$ cat src/rtl/regfile_pkg.sv
// rtl/regfile_pkg.sv - shared widths and FSM state type for the register-file write arbiter
package regfile_pkg;

  localparam int DATA_W     = 8;
  localparam int REG_ADDR_W = 3;
  localparam int NUM_REGS   = 8;

  typedef enum logic {
    IDLE  = 1'b0,
    WRITE = 1'b1
  } wr_state_t;

endpackage

$ cat src/rtl/rr_arbiter.sv
// rtl/rr_arbiter.sv - two-request round-robin pick with per-request eligibility and LAST pointer
module rr_arbiter (
  input  logic req0,
  input  logic req1,
  input  logic elig0,
  input  logic elig1,
  input  logic last_in,
  output logic win0,
  output logic win1,
  output logic any_win,
  output logic last_out
);

  logic e0;
  logic e1;

  assign e0 = req0 & elig0;
  assign e1 = req1 & elig1;

  // last_in=1 means requester 1 was granted last, so requester 0 takes a tie
  assign win0     = e0 & (~e1 | last_in);
  assign win1     = e1 & (~e0 | ~last_in);
  assign any_win  = e0 | e1;
  assign last_out = win1 ? 1'b1 : (win0 ? 1'b0 : last_in);

endmodule

$ cat src/rtl/regfile_wr_arbiter.sv
// rtl/regfile_wr_arbiter.sv - two-port register-file write arbiter; optional pending-write scoreboard under HAZARD_DETECT_EN
module regfile_wr_arbiter
  import regfile_pkg::*;
(
  input  logic                  CLK,
  input  logic                  RST,
  input  logic                  REQ0,
  input  logic                  REQ1,
  input  logic [REG_ADDR_W-1:0] DR0,
  input  logic [REG_ADDR_W-1:0] DR1,
  input  logic [DATA_W-1:0]     D0,
  input  logic [DATA_W-1:0]     D1,
  output logic                  GNT0,
  output logic                  GNT1,
  output logic                  LD,
  output logic [REG_ADDR_W-1:0] DR,
  output logic [DATA_W-1:0]     D_in,
  input  logic                  RSV,
  input  logic [REG_ADDR_W-1:0] RSV_DR,
  input  logic [REG_ADDR_W-1:0] SA,
  input  logic [REG_ADDR_W-1:0] SB,
  output logic                  HAZ_A,
  output logic                  HAZ_B
);

  wr_state_t             state;
  wr_state_t             state_n;
  logic                  last;
  logic                  last_n;
  logic                  gnt0_n;
  logic                  gnt1_n;
  logic [REG_ADDR_W-1:0] dr_n;
  logic [DATA_W-1:0]     d_n;
  logic                  win0;
  logic                  win1;
  logic                  any_win;
  logic                  arb_last;

  // a requester whose grant is showing this cycle is still holding the old request
  rr_arbiter u_arb (
    .req0     (REQ0),
    .req1     (REQ1),
    .elig0    (~GNT0),
    .elig1    (~GNT1),
    .last_in  (last),
    .win0     (win0),
    .win1     (win1),
    .any_win  (any_win),
    .last_out (arb_last)
  );

  always_ff @(posedge CLK or posedge RST) begin
    if (RST) begin
      state <= IDLE;
      last  <= 1'b1;
      GNT0  <= 1'b0;
      GNT1  <= 1'b0;
      DR    <= '0;
      D_in  <= '0;
    end else begin
      state <= state_n;
      last  <= last_n;
      GNT0  <= gnt0_n;
      GNT1  <= gnt1_n;
      DR    <= dr_n;
      D_in  <= d_n;
    end
  end

  always_comb begin
    state_n = IDLE;
    last_n  = last;
    gnt0_n  = 1'b0;
    gnt1_n  = 1'b0;
    dr_n    = DR;
    d_n     = D_in;
    case (state)
      IDLE, WRITE: begin
        if (any_win) begin
          state_n = WRITE;
          last_n  = arb_last;
          gnt0_n  = win0;
          gnt1_n  = win1;
          dr_n    = win0 ? DR0 : DR1;
          d_n     = win0 ? D0 : D1;
        end
      end
      default: state_n = IDLE;
    endcase
  end

  assign LD = (state == WRITE);

`ifdef HAZARD_DETECT_EN
  logic [NUM_REGS-1:0] pending;
  logic [NUM_REGS-1:0] pending_n;

  // reservation is applied after the write clear so a same-register set wins
  always_comb begin
    pending_n = pending;
    if (LD)
      pending_n[DR] = 1'b0;
    if (RSV)
      pending_n[RSV_DR] = 1'b1;
  end

  always_ff @(posedge CLK or posedge RST) begin
    if (RST)
      pending <= '0;
    else
      pending <= pending_n;
  end

  assign HAZ_A = pending[SA];
  assign HAZ_B = pending[SB];
`else
  logic unused_hazard_inputs;
  assign unused_hazard_inputs = ^{RSV, RSV_DR, SA, SB};
  assign HAZ_A = 1'b0;
  assign HAZ_B = 1'b0;
`endif

endmodule

$ cat config.mk
export PLATFORM = sky130hd
export DESIGN_NAME = regfile_wr_arbiter
export DESIGN_NICKNAME = d
export VERILOG_FILES = /design/src/rtl/regfile_pkg.sv /design/src/rtl/rr_arbiter.sv /design/src/rtl/regfile_wr_arbiter.sv
export SDC_FILE = /design/constraint.sdc
export NUM_CORES = 1
export LEC_CHECK = 0
export BUFFER_PORTS_ARGS = -buffer_cell sky130_fd_sc_hd__buf_2
export CAP_MARGIN = 40
export CELL_PAD_IN_SITES_DETAIL_PLACEMENT = 1
export CELL_PAD_IN_SITES_GLOBAL_PLACEMENT = 1
export CORE_UTILIZATION = 29
export CTS_CLUSTER_DIAMETER = 150
export DETAILED_ROUTE_END_ITERATION = 8
export PLACE_DENSITY = 0.9
export REMOVE_ABC_BUFFERS = 1
export SLEW_MARGIN = 20
export SYNTH_ARGS = -nofsm -noshare
export SYNTH_HDL_FRONTEND = slang
export SYNTH_HIERARCHICAL = 1
export SYNTH_SLANG_ARGS = --single-unit
$ cat constraint.sdc
create_clock -name CLK -period 3.6 [get_ports CLK]
set_input_delay 0.36 -clock CLK [delete_from_list [all_inputs] [get_ports CLK]]
set_output_delay 0.36 -clock CLK [all_outputs]
set_load 0.05 [all_outputs]
==> results.yml <==
clocking:
  clk_root_buffer_cell: "clkbuf_4"
  numCtsBuffers: 3
  clk_pin_slew_ns: 0.09
  clock_path_buffers: 2
  post_cts_resized: 0
  post_cts_buffers: 0
  htreeDepth: 1
  clk-insertion-delay-late_ns: 0.27
  cts_tree: "yes"
  clock_sinks: 15
  holdBufCountCts: 0
critical_path:
  cp_max_fo: 12
  start_kind: "flip-flop"
  worstSetupPathType: "flip-flop to flip-flop"
  crit_start: "GNT0$_DFF_PP0_"
  required_ns: 3.73
  crit_arrival_ns: 1.90
  crit_chain: "inv_1 > nand2_1 > o21ba_1 > mux2i_1 > a21oi_1"
  critPathMaxStageDelay_ns: 0.69
  cp.buffers_inverters: 1
  path_delay_family: "compound AO/OA/AOI/OAI gates"
  cp_slowest_cell: "o21ba_1"
  r2r_start: "GNT0$_DFF_PP0_"
  worstSetupEndpointType: "flip-flop"
logic_synthesis:
  syn_avg_cell_area_um2: 10.34
  yosysWarningCount: 6
  synth_top_family_by_area: "multiplexers"
  synth_fa_ha_area_frac: 0
  yosys.cell_types.count: 16
  synthCells: 68
  synth_mux_area_frac: 0.1726
  ys_seq_area_frac: 0.5356
  synthXorXnorAreaFrac: 0
  yosys_register_bits: 15
  synthSimpleGateAreaFrac: 0.09431
  syn_area_um2: 703.2
  synth_compound_area_frac: 0.1174
layout:
  finalNetCount: 143
  post_layout_nonfiller_instances: 134
  diodes: 0
  layout-drive-gt1-share: 0.4340
  synthToLayoutAreaGrowth_pct: 31.32
timing:
  grt_setup_unrepaired: "false"
  final.setup.worst_slack_ns: 1.823
  max-slew-margin-rel: 0.4633
  fin_crit_ns: 1.777
  hold_viol: 0
  setup_tns_ns: 0
  period_share: 0.4935
  worst_clock_skew_ns: 0.001330
  fmax_ghz: 0.5629
  setup_viol: 0
  slew_viol_final: 0
  whs_ns: 0.1311
  worstMarginPinSlew_ns: 0.8031
routing:
  routedWlPerCell_um: 11.96
  drtIter0Drc: 2
  routed_wl_mm: 1.603
  vias: 628
  via_per_inst: 4.687
  dr.pass1.iters: 3
  drc_errors: 0
  ant_nets: 0
placement:
  io_buffer_count: 39
  place.gp.congestion: 0.5766
  hpwl_mm: 1.219
  dp.cells: 130
  dp_worst_setup_slack_ns: 1.812
floorplanning:
  initial_core_util: 0.3119
  io_pins: 52
  core_mm2: 0.002255
  num_rows: 17
  die_y_um: 51.24
  dieArea_mm2: 0.002626
  die_w_um: 51.24
hold_path:
  hold_class: "input pin to async pin"
global_routing:
  antenna_found_initial: 0
  grt_max_degree: 27
  overflow: 0
  grt_pass1_wl_mm: 2.559
  track_usage: 0.1306
  grt_pass1_vias: 605
power_and_ir_drop:
  ir_worst_vdd_v: 0.0002860
  power_uw: 637.9
  powerDensity_mw_per_mm2: 690.9
  p_leak_uw: 0.0004725
outcome:
  status: "completed"
run:
  maxCapViolations: 0
-- placed cells by master (no fill, tap or decap) --
| cell | n |
|---|---|
| nor2_1 | 11 |
| dfstp_2 | 1 |
| conb_1 | 2 |
| and2_2 | 1 |
| and2_1 | 1 |
| nand2_1 | 3 |
| o21ba_1 | 1 |
| dfrtp_1 | 14 |
| clkbuf_4 | 3 |
| a31oi_1 | 2 |
| mux2i_1 | 11 |
| clkinv_2 | 1 |
| inv_1 | 3 |
| mux2_2 | 1 |
| a21oi_1 | 12 |
| buf_2 | 39 |
-- metal layers --
metal  wire [µm]  track usage
met2         829       0.2412
met3          97      0.02679
met4           0      0.05405
met5           0            0
met1         676       0.1434
-- synthesized netlist by cell type --
library cell / instances / share of area
dfrtp_1: 14 / 0.50
dfstp_2: 1 / 0.037
a31oi_1: 2 / 0.018
buf_4: 2 / 0.021
a21oi_1: 12 / 0.085
and2_1: 1 / 0.0089
and2_2: 1 / 0.011
nand2_1: 3 / 0.016
inv_1: 3 / 0.016
mux2i_1: 11 / 0.16
buf_6: 1 / 0.016
nor2_1: 11 / 0.059
conb_1: 1 / 0.0053
mux2_2: 1 / 0.016
o21ba_1: 1 / 0.014
buf_2: 3 / 0.021
-- area by class of cell --
type	instances	area [µm²]
Clock inverter	1	5.005
Multi-Input combinational cell	45	277.8
Timing Repair Buffer	39	195.2
Clock buffer	3	22.52
Sequential cell	15	376.6
Inverter	3	11.26
Tap cell	28	35.03
Fill cell	273	1331
-- final timing paths --
check	to	slack [ns]	depth (start not counted)
setup / recovery	D_in[0]$_DFFE_PP0P_	1.82	5
hold / removal	LD$_DFF_PP0_	0.13	2
setup reg to reg	D_in[0]$_DFFE_PP0P_	1.82	5
hold reg to reg	D_in[1]$_DFFE_PP0P_	0.54	2
max in group asynchronous	DR[2]$_DFFE_PP0P_	3.09	2
min in group CLK	D_in[2]$_DFFE_PP0P_	0.38	3
-- flip-flops by register name, indices dropped and copies added (netlist names) --
name / cells
DR: 3
last: 1
GNT1: 1
LD: 1
GNT0: 1
D_in: 8
-- power by group --
part           total (µW)  switching [µW]  internal, µW
logic                 301             220          81.0
registers             243            26.3           217
clock network        94.5            53.4          41.1
total                 638             299           339
-- metrics by stage --
step / util / area, µm²
CTS: 0.4095 / 923.4
floorplan: - / 665.6
finish: 0.4095 / 923.4
global placement: 0.3973 / 895.9
global route: 0.4095 / 923.4
detailed placement: 0.3973 / 895.9
-- cell families (layout without fill, tap and decap cells) --
family / count (synthesis) / after routing
multiplexers: 12 / 12
AND/OR/NAND/NOR: 16 / 16
buffers and inverters: 9 / 46
other: 1 / 2
flip-flops: 15 / 15
AO/OA/AOI/OAI: 15 / 15
Power figures use the tool's default switching activity.
